===== config.mk =====
export PLATFORM = sky130hd
export DESIGN_NAME = mvau_weight_streamer
export DESIGN_NICKNAME = d
export VERILOG_FILES = /design/src/rtl/mvau_weight_streamer.sv
export SDC_FILE = /design/constraint.sdc
export NUM_CORES = 1
export LEC_CHECK = 0
export ABC_AREA = 1
export CELL_PAD_IN_SITES_DETAIL_PLACEMENT = 1
export CELL_PAD_IN_SITES_GLOBAL_PLACEMENT = 1
export CORE_ASPECT_RATIO = 1.5
export CORE_UTILIZATION = 45
export DETAILED_ROUTE_END_ITERATION = 8
export PLACE_DENSITY = 0.95
export SYNTH_ARGS = -nofsm -noshare
export SYNTH_HDL_FRONTEND = slang
export SYNTH_SLANG_ARGS = --single-unit

===== constraint.sdc =====
create_clock -name aclk -period 4.4 [get_ports aclk]
set_clock_uncertainty 0.1 [all_clocks]
set_input_delay 0.66 -clock aclk [delete_from_list [all_inputs] [get_ports aclk]]
set_output_delay 0.66 -clock aclk [all_outputs]
set_load 0.03 [all_outputs]

===== src/rtl/mvau_weight_streamer.sv =====
// rtl/mvau_weight_streamer.sv - streams weight words from a weight memory to an MVAU compute stage
//
// Purpose: on start, reads the weight memory 0..WMEM_DEPTH-1 num_reps times and
// forwards each word on an AXI-Stream-like master port through a 4-entry output
// FIFO. The memory has one cycle of read latency. Reads are only issued when the
// FIFO has room for them.
//
// Ports:
//   aclk, aresetn       clock, synchronous active-low reset
//   start, num_reps     job start pulse and pass count (sampled with start)
//   busy, done          job in progress, one-cycle end-of-job pulse
//   wmem_addr, wmem_out weight memory read address / read data
//   m_axis_tdata/tvalid/tready  weight word stream to the compute stage
//   m_axis_tlast        last word of each pass (only with MVAU_WSTRM_TLAST_EN)
//
// Optional feature macro: MVAU_WSTRM_TLAST_EN
module mvau_weight_streamer #(
  parameter int SIMD         = 2,
  parameter int TW           = 1,
  parameter int WMEM_DEPTH   = 4,
  parameter int WMEM_ADDR_BW = 4
) (
  input  logic                    aclk,
  input  logic                    aresetn,
  input  logic                    start,
  input  logic [15:0]             num_reps,
  output logic                    busy,
  output logic                    done,
  output logic [WMEM_ADDR_BW-1:0] wmem_addr,
  input  logic [SIMD*TW-1:0]      wmem_out,
  output logic [SIMD*TW-1:0]      m_axis_tdata,
  output logic                    m_axis_tvalid,
  input  logic                    m_axis_tready
`ifdef MVAU_WSTRM_TLAST_EN
  ,
  output logic                    m_axis_tlast
`endif
);
  localparam int DW = SIMD * TW;
  localparam logic [WMEM_ADDR_BW-1:0] LAST_ADDR = WMEM_ADDR_BW'(WMEM_DEPTH - 1);
  localparam logic [WMEM_ADDR_BW-1:0] ADDR_ONE  = WMEM_ADDR_BW'(1);

  typedef enum logic [1:0] {IDLE, STREAM, DRAIN} state_t;
  state_t state, state_nxt;

  logic [15:0]             reps_q;
  logic [15:0]             rep_cnt;
  // rd_v1: a read address is on wmem_addr this cycle; rd_v2: its data is on wmem_out
  logic                    rd_v1;
  logic                    rd_v2;
  logic [DW-1:0]           fifo_data [4];
  logic [1:0]              wr_ptr;
  logic [1:0]              rd_ptr;
  logic [2:0]              fifo_cnt;

  logic                    issue_first;
  logic                    issue_next;
  logic                    zero_job;
  logic                    job_end;
  logic [2:0]              committed;
  logic                    room;
  logic                    last_issued;
  logic                    push;
  logic                    pop;
  logic [WMEM_ADDR_BW-1:0] issue_addr;

  assign push          = rd_v2;
  assign m_axis_tvalid = (fifo_cnt != 3'd0);
  assign m_axis_tdata  = fifo_data[rd_ptr];
  assign pop           = m_axis_tvalid && m_axis_tready;
  assign busy          = (state != IDLE);
  // Words already buffered plus reads still in the memory pipeline: never let
  // this exceed the FIFO size, otherwise a returning word would have nowhere to go.
  assign committed     = fifo_cnt + {2'b00, rd_v1} + {2'b00, rd_v2};
  assign room          = (committed < 3'd4);
  assign last_issued   = (wmem_addr == LAST_ADDR) && (rep_cnt == reps_q - 16'd1);
  // Final word leaves the FIFO with nothing else buffered or in flight.
  assign job_end       = (state == DRAIN) && pop && (fifo_cnt == 3'd1) && !rd_v1 && !rd_v2;

  always_ff @(posedge aclk) begin
    if (!aresetn) state <= IDLE;
    else          state <= state_nxt;
  end

  always_comb begin
    state_nxt   = state;
    issue_first = 1'b0;
    issue_next  = 1'b0;
    zero_job    = 1'b0;
    case (state)
      IDLE: begin
        if (start) begin
          if (num_reps != 16'd0) begin
            state_nxt   = STREAM;
            issue_first = 1'b1;
          end else begin
            zero_job = 1'b1;
          end
        end
      end
      STREAM: begin
        if (last_issued)  state_nxt  = DRAIN;
        else if (room)    issue_next = 1'b1;
      end
      DRAIN: begin
        if (job_end) state_nxt = IDLE;
      end
      default: state_nxt = IDLE;
    endcase
  end

  always_comb begin
    issue_addr = '0;
    if (issue_next && (wmem_addr != LAST_ADDR)) issue_addr = wmem_addr + ADDR_ONE;
  end

  always_ff @(posedge aclk) begin
    if (!aresetn) begin
      wmem_addr <= '0;
      reps_q    <= '0;
      rep_cnt   <= '0;
      rd_v1     <= 1'b0;
      rd_v2     <= 1'b0;
      wr_ptr    <= '0;
      rd_ptr    <= '0;
      fifo_cnt  <= '0;
      done      <= 1'b0;
    end else begin
      done  <= zero_job || job_end;
      rd_v1 <= issue_first || issue_next;
      rd_v2 <= rd_v1;
      if (issue_first) begin
        wmem_addr <= '0;
        rep_cnt   <= '0;
        reps_q    <= num_reps;
      end else if (issue_next) begin
        wmem_addr <= issue_addr;
        if (wmem_addr == LAST_ADDR) rep_cnt <= rep_cnt + 16'd1;
      end
      if (push) wr_ptr <= wr_ptr + 2'd1;
      if (pop)  rd_ptr <= rd_ptr + 2'd1;
      case ({push, pop})
        2'b10:   fifo_cnt <= fifo_cnt + 3'd1;
        2'b01:   fifo_cnt <= fifo_cnt - 3'd1;
        default: fifo_cnt <= fifo_cnt;
      endcase
    end
  end

  always_ff @(posedge aclk) begin
    if (push) fifo_data[wr_ptr] <= wmem_out;
  end

`ifdef MVAU_WSTRM_TLAST_EN
  logic       last_v1;
  logic       last_v2;
  logic [3:0] fifo_last;

  // The last-of-pass flag rides alongside the read pipeline and FIFO entry.
  always_ff @(posedge aclk) begin
    if (!aresetn) begin
      last_v1   <= 1'b0;
      last_v2   <= 1'b0;
      fifo_last <= '0;
    end else begin
      last_v1 <= (issue_first || issue_next) && (issue_addr == LAST_ADDR);
      last_v2 <= last_v1;
      if (push) fifo_last[wr_ptr] <= last_v2;
    end
  end

  assign m_axis_tlast = m_axis_tvalid && fifo_last[rd_ptr];
`endif

endmodule

==> metrics.cfg, run 1 <==
[sta]
min_period_over_period = 0.603
drv_slew = 0
setup_viol = 0
worst_slew_margin_rel = 0.567
fmax_mhz = 377
rsz0062_at_grt = no
finalHoldViolCount = 0
tightest_slew_ns = 0.649
tns_ns = 0
period_needed_ns = 2.65

[placement]
port_buffers = 30
placedCellCount = 599
place_congestion = 0.843
dp_hpwl_um = 7470
placed_area_sq_um = 3800

[critical_path]
worstSetupPathType = in2reg
worstPathMaxFanout = 16
rrSetupSlack_ns = 1.98
crit_path_end_kind = flop
crit_end = rep_cnt[1]$_SDFFE_PP0P_
arrival_ns = 2.82
r2r_start = reps_q[0]$_SDFFE_PN0P_
r2r_end = rep_cnt[11]$_SDFFE_PP0P_
start_kind = input pin
cp.required_ns = 4.57
crit_start = num_reps[0]
ff2ff_path_depth = 14

[power]
p_sw_frac = 0.350
p_per_area_nw_per_um2 = 385
p_seq_frac = 0.405
internal-power_mw = 0.995
combPwrFrac = 0.292
power_frac_clock = 0.303
power.net_switching_mw = 0.537
ir_worst_vdd_mv = 0.361
leakagePower_nw = 1.62

[cts]
cts_resized = 0
path_clk_slew_ns = 0.06
htree_levels = 3
root_buffer = clkbuf_8
cts_tree = done
clk_latency_ns = 0.35
hold_buffers = 0
clockBufferDepth = 2
postCtsSetupBuffers = 0
cts_made_buffers = 9
numClockSinks = 58

[final_layout]
diodes = 0
final_nets = 545
finalInstanceArea_sq_um = 3970
nFillCells = 935
fin_cells = 615
drive_gt1_frac = 0.0893
areaGrowthSynthToFinish_pct = 16.6

[synth]
synth.area.top_cells = dfxtp_1 29%, nand2_1 12%, nor2_1 7.6%, edfxtp_1 7.0%, inv_1 5.8%
yosysSeqAreaShare = 0.364
ys.flop_type = dfxtp_1
syn-num-nets = 511
synth_cells = 476
synth_async_sr_flop_share = 0
synth.most_common_cell = nand2_1
ys_types = 33
netlist_area_sq_um = 3410
ys_warn_count = 0
synthDominantCellAreaShare = 0.294
yosysTopAreaCell = dfxtp_1
ys_seq_elements = 58
synth_commonest_cells = 106 x nand2_1, 69 x nor2_1, 53 x inv_1
syn_area_per_cell_sq_um = 7.16
synth_edf_count = 8

[die]
start_util = 0.469
chipWidth_um = 73.1
dieArea_sq_um = 7930
core-area_sq_um = 7270
row_count = 38
io_pins = 31
die_h_um = 109

[drt]
firstDrtPassIters = 5
wl_um = 9780
remaining_drc_errors = 0
vias = 3269
avgRoutedWirePerCell_um = 15.9
viasPerCell = 5.32
ant_nets = 0
first_iter_violations = 135

[hold_path]
min_path_type = reg2reg

[run]
maxCapViolCount = 0

[global_routing]
grt_pass1_wl_um = 16400
grt-ovfl-total = 0
grt_usage = 0.274
antenna_found_initial = 0
grt_max_degree = 26
grt_pass1_vias = 3574

[run_status]
status = complete, no violations

## worst min path at each step
stage                     startpoint         endpoint  slack (ns)  cells after the start
global route        rd_v1$_SDFF_PN0_  push$_SDFF_PN0_        0.40                      2
CTS                 rd_v1$_SDFF_PN0_  push$_SDFF_PN0_        0.38                      2
finish              rd_v1$_SDFF_PN0_  push$_SDFF_PN0_        0.38                      2
floorplan           rd_v1$_SDFF_PN0_  push$_SDFF_PN0_        0.32                      2
detailed placement  rd_v1$_SDFF_PN0_  push$_SDFF_PN0_        0.36                      2
global placement    rd_v1$_SDFF_PN0_  push$_SDFF_PN0_        0.35                      2
## per-layer routing
metal  GRT usage  part of all wire  vias up  wire, um
li1            -                 -     1598         -
met1       0.259              0.37     1566      3590
met2       0.529              0.56       69      5460
met3      0.0522             0.029       36       279
met4       0.158             0.046        0       450
met5           0                 0        -         0
## power groups by stage
stage | sequential (mW) | combinational [mW] | clock [mW]
6_report | 0.621 | 0.447 | 0.464
5_1_grt | 0.626 | 0.492 | 0.493
4_1_cts | 0.620 | 0.448 | 0.468
3_5_place_dp | 0.631 | 0.435 | 0
3_3_place_gp | 0.628 | 0.405 | 0
2_1_floorplan | 0.620 | 0.301 | 0
## registers in the layout, indices dropped and copies added, names as in the netlist, 2 cells and up, named ones only
register,flops
rd_ptr,2
reps_q,16
wmem_addr,4
rep_cnt,16
state,2
wr_ptr,2
fifo_data,8
fifo_cnt,3
## worst max-delay path, cell delays in order
cell	delay [ns]
clkdlybuf4s50_1	0.43
nor4_1	0.45
nand4_1	0.23
nand2_1	0.16
inv_2	0.10
nor2_2	0.22
inv_1	0.34
a21oi_1	0.23
## stage by stage
step	power [mW]	hold slack (ns)	worst slack, ns	utilization
final	1.53	0.384	1.75	0.546
after global routing	1.61	0.398	1.51	0.546
after CTS	1.54	0.379	1.75	0.546
after detailed placement	1.07	0.365	1.44	0.522
after global placement	1.03	0.347	1.52	0.522
after floorplan	0.921	0.321	2.20	-
## layout make-up
| cell class | count | area [sq um] | area share |
|---|---|---|---|
| well taps | 100 | 125 | 0.0315 |
| multi-input cells | 351 | 1900 | 0.477 |
| clock buffers | 12 | 135 | 0.0340 |
| inverters | 58 | 218 | 0.0548 |
| repair buffers | 32 | 315 | 0.0793 |
| clock inverters | 4 | 42.5 | 0.0107 |
| flip-flops and latches | 58 | 1240 | 0.312 |
## cell usage in the layout (no fill, tap or decap), types with 2 or more instances in the layout
master / instances
clkbuf_1: 3
a21oi_1: 30
nand2_1: 106
clkbuf_8: 9
nor2_4: 4
nor2_1: 69
o21ai_1: 3
nand3_1: 21
nand2_2: 4
ha_1: 13
nor2_2: 8
inv_2: 5
o21ai_0: 32
buf_4: 2
xor2_1: 15
a21oi_2: 7
xnor2_1: 10
clkinv_1: 2
dfxtp_1: 50
nand4_1: 6
nand3b_1: 5
o22ai_1: 2
clkdlybuf4s50_1: 30
inv_1: 53
nor4_1: 5
edfxtp_1: 8
nand3_4: 2
nor3_1: 4
## kinds of logic (layout without fill, tap and decap cells)
kind of cell | Yosys count | in the layout | synth area share
simple gates | 238 | 238 | 0.321
fa+ha+maj | 13 | 13 | 0.0477
buf+inv | 67 | 106 | 0.0793
compound gates | 74 | 74 | 0.117
xor+xnor | 26 | 26 | 0.0709
flops | 58 | 58 | 0.364
Note: power is estimated with default switching activity, not from simulation.
==> run 2, diff against run 1 <==
Settings changed: CORE_UTILIZATION 45 to 38, PLACE_DENSITY 0.95 to 0.88.
Clock period 4.4 ns to 2.29 ns, I/O delays scaled along.
==> run 2 against run 1 <==
Against the previous run: power grew 130%; largest cell class unchanged; highest routed layer unchanged; via count grew 7.7%; critical endpoint is now reps_q[2]$_SDFFE_PN0P_; worst setup slack lost 1.7 ns; sequential cell count is the same.
==> metrics.cfg, run 2 (same netlist as run 1, synthesis figures left out) <==
[final_layout]
diodes = 0  ; unchanged
multi_input_comb_area_sq_um = 1970  ; +3.7%
largest_registers = rep_cnt (16), reps_q (16), fifo_data (8)
drive_gt1_frac = 0.173  ; +0.0841
nFillCells = 1084  ; +16%
layout_commonest_cell = nand2_1
final_nets = 572  ; +5.0%
final_cell_mix = 104 x nand2_1, 65 x nor2_1, 51 x inv_1
areaGrowthSynthToFinish_pct = 29.4
regArea_sq_um = 1240  ; +0.30%
finalInstanceArea_sq_um = 4410  ; +11%
final_util = 0.503  ; -0.0437
fin_cells = 652  ; +6.0%

[sta]
worst_slew_margin_rel = 0.712  ; +0.146
tightest_slew_ns = 0.428  ; -0.221 ns
setup_viol = 0  ; unchanged
period_needed_ns = 2.22
finalWorstSetupSlack_ns = 0.0670  ; -1.68 ns
fmax_mhz = 450
min_period_over_period = 0.971
drv_slew = 0  ; unchanged
finalHoldViolCount = 0  ; unchanged

[critical_path]
worstPathMaxFanout = 25  ; +9
arrival_ns = 2.38  ; -0.44 ns
r2r_start = reps_q[1]$_SDFFE_PN0P_
r2r_end = rep_cnt[11]$_SDFFE_PP0P_
worstSetupPathType = in2reg
slowest_delay_ns = 0.50  ; +0.05 ns
rrSetupSlack_ns = 0.09  ; -1.89 ns
crit_path_end_kind = flop
crit_end = reps_q[2]$_SDFFE_PN0P_
path_cells = clkdlybuf4s50_1 > nor4_2 > nand4_1 > nand2_1 > buf_4 > o21ai_0 > a21oi_1
cp.required_ns = 2.44  ; -2.13 ns
cp_slowest_cell = clkdlybuf4s50_1
start_kind = input pin
crit_start = num_reps[1]
ff2ff_path_depth = 14  ; unchanged

[global_routing]
grt_usage = 0.252  ; -0.0215
grt_pass1_vias = 3899  ; +9.1%
grt-ovfl-total = 0  ; unchanged
grt_pass1_wl_um = 18100  ; +10%
grt_max_degree = 26  ; unchanged
antenna_found_initial = 0  ; unchanged

[drt]
first_iter_violations = 170  ; +26%
viasPerCell = 5.40  ; +1.6%
wl_um = 11700  ; +20%
vias = 3521  ; +7.7%
firstDrtPassIters = 5  ; unchanged
remaining_drc_errors = 0  ; unchanged
ant_nets = 0  ; unchanged
avgRoutedWirePerCell_um = 18.0  ; +13%

[die]
dieArea_sq_um = 9360  ; +18%
io_pins = 31  ; unchanged
start_util = 0.388  ; -0.0802
core-area_sq_um = 8780  ; +21%
chipWidth_um = 79.3  ; +8.6%
die_h_um = 118  ; +8.7%
row_count = 42  ; +11%

[placement]
place_ws_ns = -0.131  ; -1.57 ns
dp_hpwl_um = 8000  ; +7.2%
placed_area_sq_um = 4010  ; +5.7%
port_buffers = 30  ; unchanged
place_congestion = 0.820  ; -2.7%
placedCellCount = 633  ; +5.7%

[cts]
cts_made_buffers = 9  ; unchanged
hold_buffers = 0  ; unchanged
htree_levels = 3  ; unchanged
cts_tree = done
numClockSinks = 58  ; unchanged
clockBufferDepth = 2  ; unchanged
root_buffer = clkbuf_16
path_clk_slew_ns = 0.06  ; about the same
clk_latency_ns = 0.33  ; -0.02 ns

[power]
ir_worst_vdd_mv = 0.519  ; +44%
p_per_area_nw_per_um2 = 790  ; +110%
leakagePower_nw = 1.83  ; +13%

[run]
maxCapViolCount = 0  ; unchanged

[hold_path]
min_path_type = reg2reg

[run_status]
status = complete, no violations

==> run 2: changes by cell type in the layout (fill, tap and decap cells not counted), moves of 4 or more <==
cell and delta:
clkbuf_16 +9, clkbuf_8 -9, buf_4 +24, nor2_1 -4
==> run 2: timing repair <==
| action | 4_1_cts | 5_1_grt |
|---|---|---|
| setup endpoints to repair | 19 | 22 |
| gates cloned | 0 | 0 |
| pin swaps | 0 | 7 |
| setup buffers | 0 | 3 |
| gates resized for setup | 4 | 21 |
==> run 2: power by group <==
group          switching (mW)  internal [mW]  total [mW]
combinational           0.608          0.349       0.957
clock                   0.497          0.836        1.33
sequential             0.0819           1.11        1.20
==> run 2: stage by stage <==
stage               setup TNS, ns  power (mW)  hold slack, ns
CTS                             0        3.44           0.401
detailed placement          -2.95        2.09           0.361
global route               -0.526        3.62           0.416
finish                          0        3.49           0.403
floorplan                       0        1.77           0.321
global placement            -2.31        2.03           0.349
==> run 2: layout make-up <==
type,instances,area share
clock buffer,9,0.0511
clock inverter,7,0.0159
inverter,58,0.0494
multi-input combinational,351,0.446
sequential,58,0.282
tap,110,0.0312
timing repair buffer,59,0.124
==> run 2: metal layers <==
layer  track usage  routed length, um  up-vias
li1              -                  -     1644
met1         0.239               4200     1702
met2         0.462               6350      113
met5             0                  0        -
met4         0.195                859        0
met3        0.0442                305       62
==> run 2: worst min path at each step <==
stage	startpoint	endpoint	slack, ns	cells after the start
2_1_floorplan	rd_v1$_SDFF_PN0_	push$_SDFF_PN0_	0.32	2
3_3_place_gp	rd_v1$_SDFF_PN0_	push$_SDFF_PN0_	0.35	2
3_5_place_dp	rd_v1$_SDFF_PN0_	push$_SDFF_PN0_	0.36	2
4_1_cts	rd_v1$_SDFF_PN0_	push$_SDFF_PN0_	0.40	2
5_1_grt	rd_v1$_SDFF_PN0_	push$_SDFF_PN0_	0.42	2
6_report	rd_v1$_SDFF_PN0_	push$_SDFF_PN0_	0.40	2
==> run 2: critical path: cells and delay by family <==
kind	cells	cell delay, ns
AOI/OAI and AO/OA	2	0.33
buffers and inverters	2	0.77
and+or+nand+nor	3	0.93
==> run 3, diff against run 2 <==
Settings changed: CORE_MARGIN from default to 10.
==> run 3 against run 2 <==
Against the previous run: sequential cell count did not move; critical path type is now reg2reg; first-iteration DRC count fell by 19%; die area rose by 41%; hold slack got worse by 0.021 ns.
==> metrics.cfg, run 3 (same netlist as run 1, synthesis figures left out) <==
[cts]
hold_buffers = 0  ; unchanged
root_buffer = clkbuf_16
cts_tree = done
clk_latency_ns = 0.34  ; about the same
clockBufferDepth = 2  ; unchanged
path_clk_slew_ns = 0.05  ; about the same
cts_made_buffers = 9  ; unchanged
htree_levels = 3  ; unchanged
numClockSinks = 58  ; unchanged

[drt]
vias = 3373  ; -4.2%
first_iter_violations = 137  ; -19%
firstDrtPassIters = 4  ; -1
avgRoutedWirePerCell_um = 16.5  ; -8.4%
viasPerCell = 5.13  ; -5.1%
ant_nets = 0  ; unchanged
remaining_drc_errors = 0  ; unchanged
wl_um = 10800  ; -7.5%

[final_layout]
drive_gt1_frac = 0.168  ; -0.00555
areaGrowthSynthToFinish_pct = 29.2
final_nets = 578  ; +1.0%
final_cell_mix = 105 x nand2_1, 67 x nor2_1, 52 x inv_1
nFillCells = 1077  ; -0.65%
diodes = 0  ; unchanged
fin_cells = 658  ; +0.92%
largest_registers = rep_cnt (16), reps_q (16), fifo_data (8)
layout_commonest_cell = nand2_1

[sta]
finalHoldViolCount = 0  ; unchanged
worst_slew_margin_rel = 0.691  ; -0.0214
tns_ns = 0  ; unchanged
setup_viol = 0  ; unchanged
tightest_slew_ns = 0.459  ; +0.0315 ns
drv_slew = 0  ; unchanged
whs_ns = 0.382  ; -0.0208 ns
min_period_over_period = 0.960  ; -0.0104
fmax_mhz = 455  ; +1.1%
period_needed_ns = 2.20  ; -0.0237 ns

[die]
die_h_um = 136  ; +15%
core-area_sq_um = 8780  ; unchanged
chipWidth_um = 97.3  ; +23%
dieArea_sq_um = 13200  ; +41%
row_count = 42  ; unchanged
start_util = 0.388  ; unchanged
io_pins = 31  ; unchanged

[critical_path]
cp_num_buf_inv = 2  ; unchanged
crit_path_end_kind = flop
crit_top_cell = nor2_1
cp_slowest_cell = dfxtp_1
cp.required_ns = 2.43  ; about the same
worstSetupPathType = reg2reg
critPathTopFamily = simple AND/OR/NAND/NOR gates
arrival_ns = 2.34  ; -0.04 ns
start_kind = flop
rrSetupSlack_ns = 0.09  ; about the same
slowest_delay_ns = 0.33  ; -0.17 ns
worstPathMaxFanout = 5  ; -80%
path_cells = inv_1 > ha_4 > or2_4 > nand3_1 > nand2_1 > nor2_1 > nand3_1 > nor2_2 > nand3_4 > buf_4 > nand4_1 > nor2_1 > nor2_1 > nor2_1

[run_status]
status = complete, no violations

[run]
maxCapViolCount = 0  ; unchanged

[global_routing]
grt-ovfl-total = 0  ; unchanged
antenna_found_initial = 0  ; unchanged
grt_pass1_vias = 3687  ; -5.4%
grt_pass1_wl_um = 16800  ; -7.0%
grt_max_degree = 26  ; unchanged
grt_usage = 0.156  ; -0.0961

[power]
total_power_mw = 3.34  ; -4.3%
ir_worst_vdd_mv = 0.631  ; +22%
leakagePower_nw = 1.84  ; +0.34%
p_per_area_nw_per_um2 = 758  ; -4.2%

[hold_path]
min_path_type = reg2reg

[placement]
placedCellCount = 637  ; +0.63%
dp_hpwl_um = 8090  ; +1.0%
place_congestion = 0.855  ; +4.3%
port_buffers = 30  ; unchanged

-- run 3: timing repair --
| action | CTS | global route |
|---|---|---|
| gates cloned | 0 | 1 |
| pin swaps | 0 | 4 |
| resized for setup | 1 | 12 |
| setup buffers | 0 | 4 |
| setup endpoints to repair | 1 | 18 |
-- run 3: stage by stage --
| stage | worst slack (ns) | utilization | area (sq um) |
|---|---|---|---|
| 2_1_floorplan | 0.0896 | - | 3410 |
| 3_3_place_gp | -0.157 | 0.462 | 4060 |
| 3_5_place_dp | -0.105 | 0.462 | 4060 |
| 4_1_cts | 0.0664 | 0.493 | 4330 |
| 5_1_grt | -0.0216 | 0.502 | 4400 |
| 6_report | 0.0908 | 0.502 | 4400 |
-- run 3: where the power goes --
part | switching (mW) | internal, mW
Sequential | 0.0778 | 1.11
Clock | 0.499 | 0.725
Combinational | 0.571 | 0.351
-- run 3: layout make-up --
type / instances / area (sq um) / share of cell area
Sequential cell: 58 / 1240 / 0.282
Inverter: 58 / 218 / 0.0494
Multi-Input combinational cell: 352 / 1940 / 0.441
Clock buffer: 9 / 225 / 0.0511
Clock inverter: 7 / 46.3 / 0.0105
Tap cell: 110 / 138 / 0.0313
Timing Repair Buffer: 64 / 592 / 0.134
-- run 3: routing by layer --
| metal | track usage | wire (um) | vias up |
|---|---|---|---|
| met3 | 0.0386 | 313 | 37 |
| met5 | 0 | 0 | - |
| met2 | 0.313 | 6020 | 55 |
| met1 | 0.133 | 3970 | 1614 |
| met4 | 0.0989 | 520 | 0 |
| li1 | - | - | 1667 |
-- run 3: worst register-to-register path: stages, from the launching register on --
cell and delay [ns]:
dfxtp_1 0.33, inv_1 0.08, ha_4 0.19, or2_4 0.26, nand3_1 0.08, nand2_1 0.06
nor2_1 0.09, nand3_1 0.10, nor2_2 0.16, nand3_4 0.15, buf_4 0.17, nand4_1 0.11
nor2_1 0.06, nor2_1 0.11, nor2_1 0.05
-- run 3: path summary, 6_finish.rpt --
check                         start  cells past startpoint                        end
min                rd_v1$_SDFF_PN0_                      2            push$_SDFF_PN0_
max          reps_q[0]$_SDFFE_PN0P_                     14  wmem_addr[3]$_SDFFE_PP0N_
max reg2reg  reps_q[0]$_SDFFE_PN0P_                     14  wmem_addr[3]$_SDFFE_PP0N_
min reg2reg        rd_v1$_SDFF_PN0_                      2            push$_SDFF_PN0_
